**config.mk**
```make
export PLATFORM = sky130hd
export DESIGN_NAME = matrix_mult_engine_flat
export DESIGN_NICKNAME = d
export VERILOG_FILES = /design/src/rtl/matrix_mult_engine_if.sv /design/src/rtl/matrix_mult_engine.sv /design/src/flat_wrapper.sv
export SDC_FILE = /design/constraint.sdc
export NUM_CORES = 2
export LEC_CHECK = 0
export CORE_AREA = 10 10 325 452
export DETAILED_ROUTE_END_ITERATION = 16
export DIE_AREA = 0 0 335 462
export GPL_TIMING_DRIVEN = 0
export PLACE_DENSITY = 0.87
export SYNTH_ARGS = -nofsm -noshare
export SYNTH_HDL_FRONTEND = slang
export SYNTH_SLANG_ARGS = --single-unit
```
**constraint.sdc**
```tcl
create_clock -name CLK -period 9.3 [get_ports CLK]
set_input_delay 0.93 -clock CLK [delete_from_list [all_inputs] [get_ports CLK]]
set_output_delay 0.93 -clock CLK [all_outputs]
set_load 0.005 [all_outputs]
```
**src/rtl/matrix_mult_engine_if.sv**
```systemverilog
// Configuration, operand-stream and result-stream handshake bundle for matrix_mult_engine.
interface matrix_mult_engine_if #(
  parameter int unsigned DATA_W = 32,
  parameter int unsigned DIM_W  = 4,
  parameter int unsigned ACC_W  = 66
);
  logic              cfg_valid;
  logic              cfg_ready;
  logic [DIM_W-1:0]  R1;
  logic [DIM_W-1:0]  C1;
  logic [DIM_W-1:0]  R2;
  logic [DIM_W-1:0]  C2;
  logic              in_valid;
  logic              in_ready;
  logic [DATA_W-1:0] in_data;
  logic              out_valid;
  logic              out_ready;
  logic [ACC_W-1:0]  out_data;
  logic              out_last;
  logic              busy;
  logic              cfg_err;

  modport master (
    output cfg_valid, R1, C1, R2, C2, in_valid, in_data, out_ready,
    input  cfg_ready, in_ready, out_valid, out_data, out_last, busy, cfg_err
  );

  modport slave (
    input  cfg_valid, R1, C1, R2, C2, in_valid, in_data, out_ready,
    output cfg_ready, in_ready, out_valid, out_data, out_last, busy, cfg_err
  );
endinterface

```
**src/rtl/matrix_mult_engine.sv**
```systemverilog
// Runtime-sized sequential C = A x B, one MAC per cycle, valid/ready in and out.
// Define MATRIX_SIGNED_EN for two's-complement operands/results (default: unsigned).
module matrix_mult_engine #(
  parameter int unsigned DATA_W  = 32,
  parameter int unsigned MAX_DIM = 4,
  parameter int unsigned DIM_W   = 4,
  parameter int unsigned ACC_W   = 2*DATA_W + $clog2(MAX_DIM)
) (
  input logic CLK,
  input logic RST,
  matrix_mult_engine_if.slave bus
);
  localparam int unsigned IDX_W  = $clog2(MAX_DIM);
  localparam int unsigned PROD_W = 2*DATA_W;
  localparam int unsigned EXT_W  = ACC_W - PROD_W;

  typedef enum logic [1:0] {S_IDLE, S_LOAD_A, S_LOAD_B, S_COMPUTE} state_t;

  state_t            state_q, state_d;
  logic [DATA_W-1:0] a_mem [MAX_DIM][MAX_DIM];
  logic [DATA_W-1:0] b_mem [MAX_DIM][MAX_DIM];
  logic [IDX_W-1:0]  r1_m1, c1_m1, c2_m1;
  logic [IDX_W-1:0]  row_q, col_q, i_q, j_q, k_q;
  logic [ACC_W-1:0]  acc_q, acc_sum, out_data_q;
  logic              mac_done_q;
  logic              cfg_ready_q, in_ready_q, out_valid_q, out_last_q, busy_q, cfg_err_q;

  logic cfg_fire, cfg_ok, in_fire, out_fire, out_free;
  logic load_last_a, load_last_b, load_row_end, mac_en, res_load, final_elem;
  logic [IDX_W-1:0]  load_cols_m1;
  logic [DATA_W-1:0] a_el, b_el;
  logic [PROD_W-1:0] a_ext, b_ext, prod_full;
  logic [ACC_W-1:0]  prod_ext;

  function automatic logic dim_ok(input logic [DIM_W-1:0] d);
    return (d != '0) && (d <= DIM_W'(MAX_DIM));
  endfunction

  assign bus.cfg_ready = cfg_ready_q;
  assign bus.in_ready  = in_ready_q;
  assign bus.out_valid = out_valid_q;
  assign bus.out_last  = out_last_q;
  assign bus.out_data  = out_data_q;
  assign bus.busy      = busy_q;
  assign bus.cfg_err   = cfg_err_q;

  // Handshakes and loop-boundary decode
  assign cfg_fire     = bus.cfg_valid && cfg_ready_q;
  assign cfg_ok       = dim_ok(bus.R1) && dim_ok(bus.C1) && dim_ok(bus.R2) &&
                        dim_ok(bus.C2) && (bus.C1 == bus.R2);
  assign in_fire      = bus.in_valid && in_ready_q;
  assign out_fire     = out_valid_q && bus.out_ready;
  assign out_free     = !out_valid_q || bus.out_ready;
  assign load_cols_m1 = (state_q == S_LOAD_A) ? c1_m1 : c2_m1;
  assign load_row_end = (col_q == load_cols_m1);
  assign load_last_a  = in_fire && (state_q == S_LOAD_A) && (row_q == r1_m1) && (col_q == c1_m1);
  assign load_last_b  = in_fire && (state_q == S_LOAD_B) && (row_q == c1_m1) && (col_q == c2_m1);
  assign final_elem   = (i_q == r1_m1) && (j_q == c2_m1);
  // The closing MAC of an element only fires when the output register can take it
  assign mac_en       = (state_q == S_COMPUTE) && !mac_done_q && ((k_q != c1_m1) || out_free);
  assign res_load     = mac_en && (k_q == c1_m1);

  assign a_el = a_mem[i_q][k_q];
  assign b_el = b_mem[k_q][j_q];
`ifdef MATRIX_SIGNED_EN
  assign a_ext    = {{DATA_W{a_el[DATA_W-1]}}, a_el};
  assign b_ext    = {{DATA_W{b_el[DATA_W-1]}}, b_el};
  assign prod_ext = {{EXT_W{prod_full[PROD_W-1]}}, prod_full};
`else
  assign a_ext    = {{DATA_W{1'b0}}, a_el};
  assign b_ext    = {{DATA_W{1'b0}}, b_el};
  assign prod_ext = {{EXT_W{1'b0}}, prod_full};
`endif
  assign prod_full = a_ext * b_ext;
  assign acc_sum   = ((k_q == '0) ? '0 : acc_q) + prod_ext;

  always_ff @(posedge CLK or posedge RST) begin
    if (RST) state_q <= S_IDLE;
    else     state_q <= state_d;
  end

  always_comb begin
    state_d = state_q;
    case (state_q)
      S_IDLE:    if (cfg_fire && cfg_ok)       state_d = S_LOAD_A;
      S_LOAD_A:  if (load_last_a)              state_d = S_LOAD_B;
      S_LOAD_B:  if (load_last_b)              state_d = S_COMPUTE;
      S_COMPUTE: if (out_fire && out_last_q)   state_d = S_IDLE;
      default:                                 state_d = S_IDLE;
    endcase
  end

  // Operand storage; contents are don't-care after reset
  always_ff @(posedge CLK) begin
    if (in_fire) begin
      if (state_q == S_LOAD_A) a_mem[row_q][col_q] <= bus.in_data;
      else                     b_mem[row_q][col_q] <= bus.in_data;
    end
  end

  always_ff @(posedge CLK or posedge RST) begin
    if (RST) begin
      cfg_ready_q <= 1'b1;
      in_ready_q  <= 1'b0;
      busy_q      <= 1'b0;
      cfg_err_q   <= 1'b0;
      out_valid_q <= 1'b0;
      out_last_q  <= 1'b0;
      out_data_q  <= '0;
      r1_m1       <= '0;
      c1_m1       <= '0;
      c2_m1       <= '0;
      row_q       <= '0;
      col_q       <= '0;
      i_q         <= '0;
      j_q         <= '0;
      k_q         <= '0;
      acc_q       <= '0;
      mac_done_q  <= 1'b0;
    end else begin
      cfg_ready_q <= (state_d == S_IDLE);
      in_ready_q  <= (state_d == S_LOAD_A) || (state_d == S_LOAD_B);
      busy_q      <= (state_d != S_IDLE);
      cfg_err_q   <= cfg_fire && !cfg_ok;

      if (cfg_fire && cfg_ok) begin
        r1_m1 <= IDX_W'(bus.R1 - DIM_W'(1));
        c1_m1 <= IDX_W'(bus.C1 - DIM_W'(1));
        c2_m1 <= IDX_W'(bus.C2 - DIM_W'(1));
        row_q <= '0;
        col_q <= '0;
      end

      if (load_last_a || load_last_b) begin
        row_q <= '0;
        col_q <= '0;
      end else if (in_fire) begin
        if (load_row_end) begin
          col_q <= '0;
          row_q <= row_q + IDX_W'(1);
        end else begin
          col_q <= col_q + IDX_W'(1);
        end
      end

      if (load_last_b) begin
        i_q        <= '0;
        j_q        <= '0;
        k_q        <= '0;
        mac_done_q <= 1'b0;
      end else if (mac_en) begin
        acc_q <= acc_sum;
        if (k_q == c1_m1) begin
          k_q <= '0;
          if (final_elem) begin
            mac_done_q <= 1'b1;
          end else if (j_q == c2_m1) begin
            j_q <= '0;
            i_q <= i_q + IDX_W'(1);
          end else begin
            j_q <= j_q + IDX_W'(1);
          end
        end else begin
          k_q <= k_q + IDX_W'(1);
        end
      end

      // Single output register: loads only when empty or being drained
      if (res_load) begin
        out_data_q  <= acc_sum;
        out_valid_q <= 1'b1;
        out_last_q  <= final_elem;
      end else if (out_fire) begin
        out_valid_q <= 1'b0;
        out_last_q  <= 1'b0;
      end
    end
  end
endmodule

```
**src/flat_wrapper.sv**
```systemverilog
// flat-port wrapper written by rule: the top's interface ports become plain ports
module matrix_mult_engine_flat 
#(
  parameter int unsigned DATA_W  = 32,
  parameter int unsigned MAX_DIM = 4,
  parameter int unsigned DIM_W   = 4,
  parameter int unsigned ACC_W   = 2*DATA_W + $clog2(MAX_DIM)
)
  (CLK, RST, bus_cfg_valid, bus_R1, bus_C1, bus_R2, bus_C2, bus_in_valid, bus_in_data, bus_out_ready, bus_cfg_ready, bus_in_ready, bus_out_valid, bus_out_data, bus_out_last, bus_busy, bus_cfg_err);
  matrix_mult_engine_if #(.DATA_W(DATA_W), .DIM_W(DIM_W), .ACC_W(ACC_W)) bus_i ();
  input logic CLK;
  input logic RST;
  input wire logic [$bits(bus_i.cfg_valid)-1:0] bus_cfg_valid;
  input wire logic [$bits(bus_i.R1)-1:0] bus_R1;
  input wire logic [$bits(bus_i.C1)-1:0] bus_C1;
  input wire logic [$bits(bus_i.R2)-1:0] bus_R2;
  input wire logic [$bits(bus_i.C2)-1:0] bus_C2;
  input wire logic [$bits(bus_i.in_valid)-1:0] bus_in_valid;
  input wire logic [$bits(bus_i.in_data)-1:0] bus_in_data;
  input wire logic [$bits(bus_i.out_ready)-1:0] bus_out_ready;
  output wire logic [$bits(bus_i.cfg_ready)-1:0] bus_cfg_ready;
  output wire logic [$bits(bus_i.in_ready)-1:0] bus_in_ready;
  output wire logic [$bits(bus_i.out_valid)-1:0] bus_out_valid;
  output wire logic [$bits(bus_i.out_data)-1:0] bus_out_data;
  output wire logic [$bits(bus_i.out_last)-1:0] bus_out_last;
  output wire logic [$bits(bus_i.busy)-1:0] bus_busy;
  output wire logic [$bits(bus_i.cfg_err)-1:0] bus_cfg_err;
  assign bus_i.cfg_valid = bus_cfg_valid;
  assign bus_i.R1 = bus_R1;
  assign bus_i.C1 = bus_C1;
  assign bus_i.R2 = bus_R2;
  assign bus_i.C2 = bus_C2;
  assign bus_i.in_valid = bus_in_valid;
  assign bus_i.in_data = bus_in_data;
  assign bus_i.out_ready = bus_out_ready;
  assign bus_cfg_ready = bus_i.cfg_ready;
  assign bus_in_ready = bus_i.in_ready;
  assign bus_out_valid = bus_i.out_valid;
  assign bus_out_data = bus_i.out_data;
  assign bus_out_last = bus_i.out_last;
  assign bus_busy = bus_i.busy;
  assign bus_cfg_err = bus_i.cfg_err;
  matrix_mult_engine #(.DATA_W(DATA_W), .MAX_DIM(MAX_DIM), .DIM_W(DIM_W), .ACC_W(ACC_W)) u_core (.CLK(CLK), .RST(RST), .bus(bus_i));
endmodule
```
# After elaboration in Yosys (flattened, before gate mapping)

Memories as Yosys holds them, arrays and structs flattened.
Cells that the tools add are included.

Reductions and logical operators: 50
Add/subtract/negate cells: 9
Bitwise gates (word level): 4
Eq/ne operators: 16
$lt $le $gt $ge: 8
Multipliers: 1
Multiplexer cells: 49

Operator list:

| operator              | count |
|---|---|
| $mux W128             | 2 |
| $mux W32              | 5 |
| $bmux W32 S2          | 2 |
| $add A66 B64 Y66      | 1 |
| $mux W66              | 1 |
| $demux W32 S2         | 1 |
| $mul A32 B32 Y64      | 1 |
| $mux W2               | 26 |
| $logic_and A1 B1 Y1   | 25 |
| $eq A2 B2 Y1          | 8 |
| $le A4 B3 Y1 const B  | 4 |
| $reduce_bool A4 Y1    | 4 |
| $reduce_bool A2 Y1    | 6 |
| $mux W1               | 11 |
| $add A2 B1 Y2 const B | 5 |
| $ge A3 B3 Y1 const B  | 3 |
| $not A2 Y3            | 3 |
| $pmux W2 S4           | 1 |
| $eq A2 B2 Y1 const B  | 3 |
| $logic_not A2 Y1      | 3 |
| $reduce_and A3 Y1     | 2 |
| $sub A2 B1 Y2 const B | 3 |
| $eq A2 B1 Y1 const B  | 2 |
| $eq A4 B4 Y1          | 1 |
| 9 further kinds       | 14 |

Input port bits: 53
Logic and storage cells: 157
Memory bits (writable): 1024
Register bits after elaboration: 157
Output and inout port bits: 72
Memories: 2

Memories:

| memory       | depth | width | read ports | clocked after memory_dff | wr ports | RTL line                 | text |
|---|---|---|---|---|---|---|---|
| u_core.a_mem | 4     | 128   | 1          | 0                        | 1        | matrix_mult_engine.sv:20 | `logic [DATA_W-1:0] a_mem [MAX_DIM][MAX_DIM];` |
| u_core.b_mem | 4     | 128   | 1          | 0                        | 1        | matrix_mult_engine.sv:21 | `logic [DATA_W-1:0] b_mem [MAX_DIM][MAX_DIM];` |

# Depth between registers and ports, before layout

Depth in word-level cells: 11
Depth in mapped cells: 38
Mapped depth without buffers: 31

# Least setup slack after synthesis

Ideal clock, no wire load.

Kind: register to register
Start: reg u_core.k_q[1]
End: reg u_core.out_data_q[60], in the netlist u_core.bus.out_data[60]
Period minus slack after synthesis: 8.878 ns
Stages on the path, launching flop included: 31
Buffers on the path: 4
Required time: 9.229 ns
Arrival: 8.808 ns
Path slack: 0.422 ns
Setup time: 0.071 ns
Path through: dfrtp_1 -> buf_2 -> buf_1 -> buf_1 -> mux4_2 -> mux2_2 -> o21ai_1 -> buf_2 -> nor2_1 -> fa_1 -> inv_1 -> fa_1 -> fa_1 -> fa_1 -> inv_1 -> fa_1 -> fa_1 -> fa_1 -> inv_1 -> fa_1 -> inv_1 -> ha_1 -> a21oi_2 -> o21ai_0 -> a221o_1 -> a21o_1 -> o211ai_2 -> a21oi_2 -> or2_0 -> or4_1 -> nand3_1

Longest elaborated chain between the ends: 6
Elaborated cells on any way between the ends: 17
Those cells by class: 1 x add/sub; 1 x mul; 2 x eq/ne; 7 x mux; 1 x bitwise; 4 x reduce/logical; 1 x memory

Ends and longest elaborated chain:

| what                                                 | RTL line                                           | text |
|---|---|---|
| start, declared                                      | matrix_mult_engine.sv:23                           | `logic [IDX_W-1:0] row_q, col_q, i_q, j_q, k_q;` |
| start signal, assigned                               | matrix_mult_engine.sv:164                          | `k_q <= k_q + IDX_W'(1);` |
| $mem_v2 Z4 W128 / $not A2 Y3 (equally long branches) | n/a                                                |  |
| $bmux W32 S2 (on tied branches)                      | matrix_mult_engine.sv:64, matrix_mult_engine.sv:63 |  |
| $mux W32 (on tied branches) (2 in a row)             | matrix_mult_engine.sv:64, matrix_mult_engine.sv:63 |  |
| $mul A32 B32 Y64                                     | matrix_mult_engine.sv:74                           | `assign prod_full = a_ext * b_ext;` |
| $add A66 B64 Y66                                     | matrix_mult_engine.sv:75                           | `assign acc_sum = ((k_q == '0) ? '0 : acc_q) + prod_ext;` |
| end signal, assigned                                 | matrix_mult_engine.sv:170                          | `out_data_q <= acc_sum;` |
| end, declared                                        | matrix_mult_engine.sv:24                           | `logic [ACC_W-1:0] acc_q, acc_sum, out_data_q;` |

Parallel ways exist; a longest one is shown, timed or not. The select of a mux whose other input is x is not followed.
A chain may end at the register's enable or synchronous reset.

# Worst setup path after layout

Start: reg u_core.k_q[1]
End: reg u_core.acc_q[63]

Longest elaborated chain between the ends: 6
Elaborated cells on any way between the ends: 16
Those cells by class: 1 x add/sub; 1 x mul; 1 x eq/ne; 7 x mux; 1 x bitwise; 4 x reduce/logical; 1 x memory

Ends and longest elaborated chain:

| what                                                 | RTL line                                           | text |
|---|---|---|
| $mem_v2 Z4 W128 / $not A2 Y3 (equally long branches) | n/a                                                |  |
| $bmux W32 S2 (on tied branches)                      | matrix_mult_engine.sv:64, matrix_mult_engine.sv:63 |  |
| $mux W32 (on tied branches) (2 in a row)             | matrix_mult_engine.sv:64, matrix_mult_engine.sv:63 |  |
| $mul A32 B32 Y64                                     | matrix_mult_engine.sv:74                           |  |
| $add A66 B64 Y66                                     | matrix_mult_engine.sv:75                           |  |
| end signal, assigned                                 | matrix_mult_engine.sv:152                          | `acc_q <= acc_sum;` |
| end, declared                                        | matrix_mult_engine.sv:24                           |  |

Parallel ways exist; a longest one is shown, timed or not. The select of a mux whose other input is x is not followed.

==> impl_metrics.yaml <==
cells_and_area:
  area_delta_synth_final_pct: 17.7
  nets: 8165
  fillers: 9387
  drive_above_1_share_pct: 19.7
timing:
  tightest_slew_ns: 1.67
  fmax_ghz: 0.104
  fin_skew_ns: 0.0499
  fin_setup_tns_ns: -3.99
  period_share_pct: 103
  finalMaxSlewViolations: 111
  fin_ws_ns: -0.280
  min_period_ns: 9.58
  rsz0062_at_grt: "true"
  finalHoldViolations: 0
  setup_viol: 44
  slew_headroom_pct: -11.1
critical_path:
  worstSetupStartpointType: "flop"
  cp_data_required_time_ns: 9.91
  slowest_delay_ns: 0.61
  arrival_ns: 10.19
  critPathTopFamily: "adder cells"
  reg2reg_depth: 33
  worstSetupEndpointType: "flop"
  critPathMaxFanout: 10
  cp.depth: 33
  path_class: "flop to flop"
  cp_num_buf_inv: 11
  slowest_stage: "fa_2"
  cp_common_cell: "fa_1"
clock_network:
  clockBufferDepth: 3
  numCtsBuffers: 101
  root_buffer: "clkbuf_16"
  clk_latency_ns: 0.80
  cts_tree: "built"
  htreeDepth: 3
  clk_pin_slew_ns: 0.07
  cts_sinks: 1181
drt:
  drtIter0Drc: 7701
  wl_per_cell_um: 35.9
  detailroute.via_count: 58100
  drt_pass1_iterations: 10
  viasPerCell: 6.61
  antenna_left: 0
  drt-total-wl_um: 315000
  drc: 0
floorplanning:
  chipWidth_um: 335
  ioPinCount: 125
  dieHeight_um: 462
  dieArea_um2: 155000
  core_area_um2: 139000
  num_rows: 162
  start_util_pct: 57.6
synthesis:
  synth_top_area_share_pct: 38.5
  async_flop_share_pct: 13.3
  synth_nets: 7660
  ys_types: 78
  syn_inst: 6379
  ys_ff_latch: 1181
  synth-edff-count: 1024
  ys_seq_area_share_pct: 43.4
  synth_area_um2: 79800
  synthTopCellsByArea: "edfxtp_1 (39%), fa_1 (24%), mux4_2 (7.8%), inv_1 (5.2%), dfrtp_1 (4.9%)"
  yosysWarningCount: 0
  yosys.area.top_type: "edfxtp_1"
  syn_avg_cell_area_um2: 12.5
  synth_ff_type: "edfxtp_1"
run_status:
  violations: "max-capacitance violations, max-slew violations, negative setup slack"
  status: "complete, but fails checks"
power_and_ir_drop:
  leakagePower_nw: 39.2
  p_total_mw: 12.0
  irDropWorstVdd_mv: 0.203
  power_density_nw_per_um2: 128
global_routing:
  grt_max_degree: 123
  antenna_found_initial: 20
  grt_pass1_wl_um: 425000
  grt_use_total_pct: 39.0
  overflow: 0
  grt_pass1_vias: 59800
min_path:
  hp-class: "flop to flop"
  min_path_cells: 2
placement:
  hpwl_um: 207000
  numPortBuffers: 124
  gp_congestion: 1.06
flow_run:
  max-cap-violations: 5
[what timing repair did]
item / 4_1_cts / 5_1_grt
pin swaps: 46 / 143
hold endpoints to repair: 0 / 0
cloned: 1 / 12
resized for setup: 720 / 437
setup buffers: 100 / 140
hold buffers: 0 / 0
setup endpoints to repair: 114 / 84
[worst paths after layout]
kind	start	to	slack, ns
worst min register to register	u_core.bus.out_data[27]	u_core.bus.out_data[27]	0.48
min in group asynchronous	RST	u_core.bus.out_data[47]	0.55
max in group asynchronous	RST	u_core.i_q[0]	7.75
worst max-delay path	u_core.k_q[1]	u_core.acc_q[63]	-0.28
worst max register to register	u_core.k_q[1]	u_core.acc_q[63]	-0.28
worst min-delay path	u_core.bus.out_data[27]	u_core.bus.out_data[27]	0.48
[cell usage in the layout (no fill, tap or decap), drive strengths merged, types with 14 or more instances in the layout]
cell              n
inv            1112
edfxtp         1024
fa              962
nand2           894
nor2            532
buf             420
clkbuf          304
mux4            275
ha              266
o21ai           208
dfrtp           156
clkdlybuf4s50   116
a21oi            81
nand2b           50
and3             42
nand3            42
xor2             41
o21a             39
clkinv           37
xnor2            36
a21o             34
and2             31
nor2b            30
nand4            24
mux2             22
mux2i            22
nor3             21
o21bai           15
clkinvlp         14
[cell families after synthesis]
logic type / after synthesis / share of synthesized area, %
flops: 1181 / 43.4
buf+inv: 1424 / 6.82
simple gates: 1696 / 8.76
fa+ha+maj: 1228 / 28.3
mux: 319 / 8.34
compound gates: 454 / 3.49
xor+xnor: 77 / 0.845
[worst min-delay path, stage by stage (launching register included)]
cell,delay (ns)
dfrtp_1,0.34
nand2_1,0.04
o21ai_0,0.06
[registers in the layout (all words and copies together), names as in the netlist]
| register | count |
|---|---|
| u_core.c1_m1 | 2 |
| u_core.bus.out_valid | 1 |
| u_core.c2_m1 | 2 |
| u_core.k_q | 2 |
| u_core.row_q | 2 |
| u_core.acc_q | 66 |
| u_core.b_mem | 512 |
| u_core.mac_done_q | 1 |
| u_core.bus.out_last | 1 |
| u_core.bus.busy | 1 |
| u_core.a_mem | 512 |
| u_core.bus.out_data | 66 |
| u_core.j_q | 2 |
| u_core.r1_m1 | 2 |
| u_core.bus.in_ready | 1 |
| u_core.i_q | 2 |
| u_core.state_q | 2 |
| u_core.bus.cfg_err | 1 |
| u_core.col_q | 2 |
| u_core.bus.cfg_ready | 1 |
[cell usage after synthesis, types with 5 or more instances]
cell type / count
inv_1: 1113
xor2_1: 41
buf_1: 22
and2_1: 31
or4_1: 5
nor2_1: 532
clkinv_1: 9
mux2_2: 22
buf_2: 61
a31oi_1: 12
o21ai_1: 40
a21oi_1: 79
xnor2_1: 36
clkbuf_1: 214
mux2i_1: 22
o21bai_1: 15
o21a_1: 39
dfrtp_1: 156
nand2_1: 893
ha_1: 266
a21o_1: 33
o21ai_2: 5
mux4_2: 275
and3_1: 42
nand2b_1: 50
fa_1: 962
a221oi_1: 6
o21ai_0: 163
nand4_1: 24
nor4_1: 10
edfxtp_1: 1024
nor3_1: 21
nand3_1: 42
o31ai_1: 11
a211oi_1: 10
nor2b_1: 30
[metal layers]
layer | GRT usage, % | part of all wire, %
met3 | 11.7 | 12
met1 | 41.3 | 29
met4 | 36.0 | 12
met5 | 0.0617 | 0.033
met2 | 62.4 | 46
[report_power, final]
group	total [mW]	switching [mW]	internal (mW)
Combinational	1.69	1.06	0.625
Sequential	5.77	0.00905	5.76
Clock	4.58	2.18	2.40
Total	12.0	3.25	8.79
[through the flow]
step           hold WS [ns]  util (%)  setup WS, ns  instances  area [µm²]
5_1_grt               0.502      67.8        -0.326       8778       93900
2_1_floorplan         0.438         -         0.422       6379       79800
6_report              0.478      67.8        -0.280       8786       94000
4_1_cts               0.484      65.7       -0.0957       8622       91100
3_5_place_dp          0.466      60.7         -4.13       8345       84200
3_3_place_gp          0.453      60.1         -4.03       8307       83300
[area by class of cell]
type	count	area, µm²	share of cell area (%)
sequential	1181	34700	36.9
inverter	1122	4280	4.56
multi-input combinational	3774	41700	44.4
clock buffer	140	2900	3.09
clock inverter	48	554	0.590
buffer	288	2770	2.95
antenna	13	32.5	0.0346
tap	1804	2260	2.40
timing repair buffer	416	4740	5.05
(Power assumes the default switching activity.)
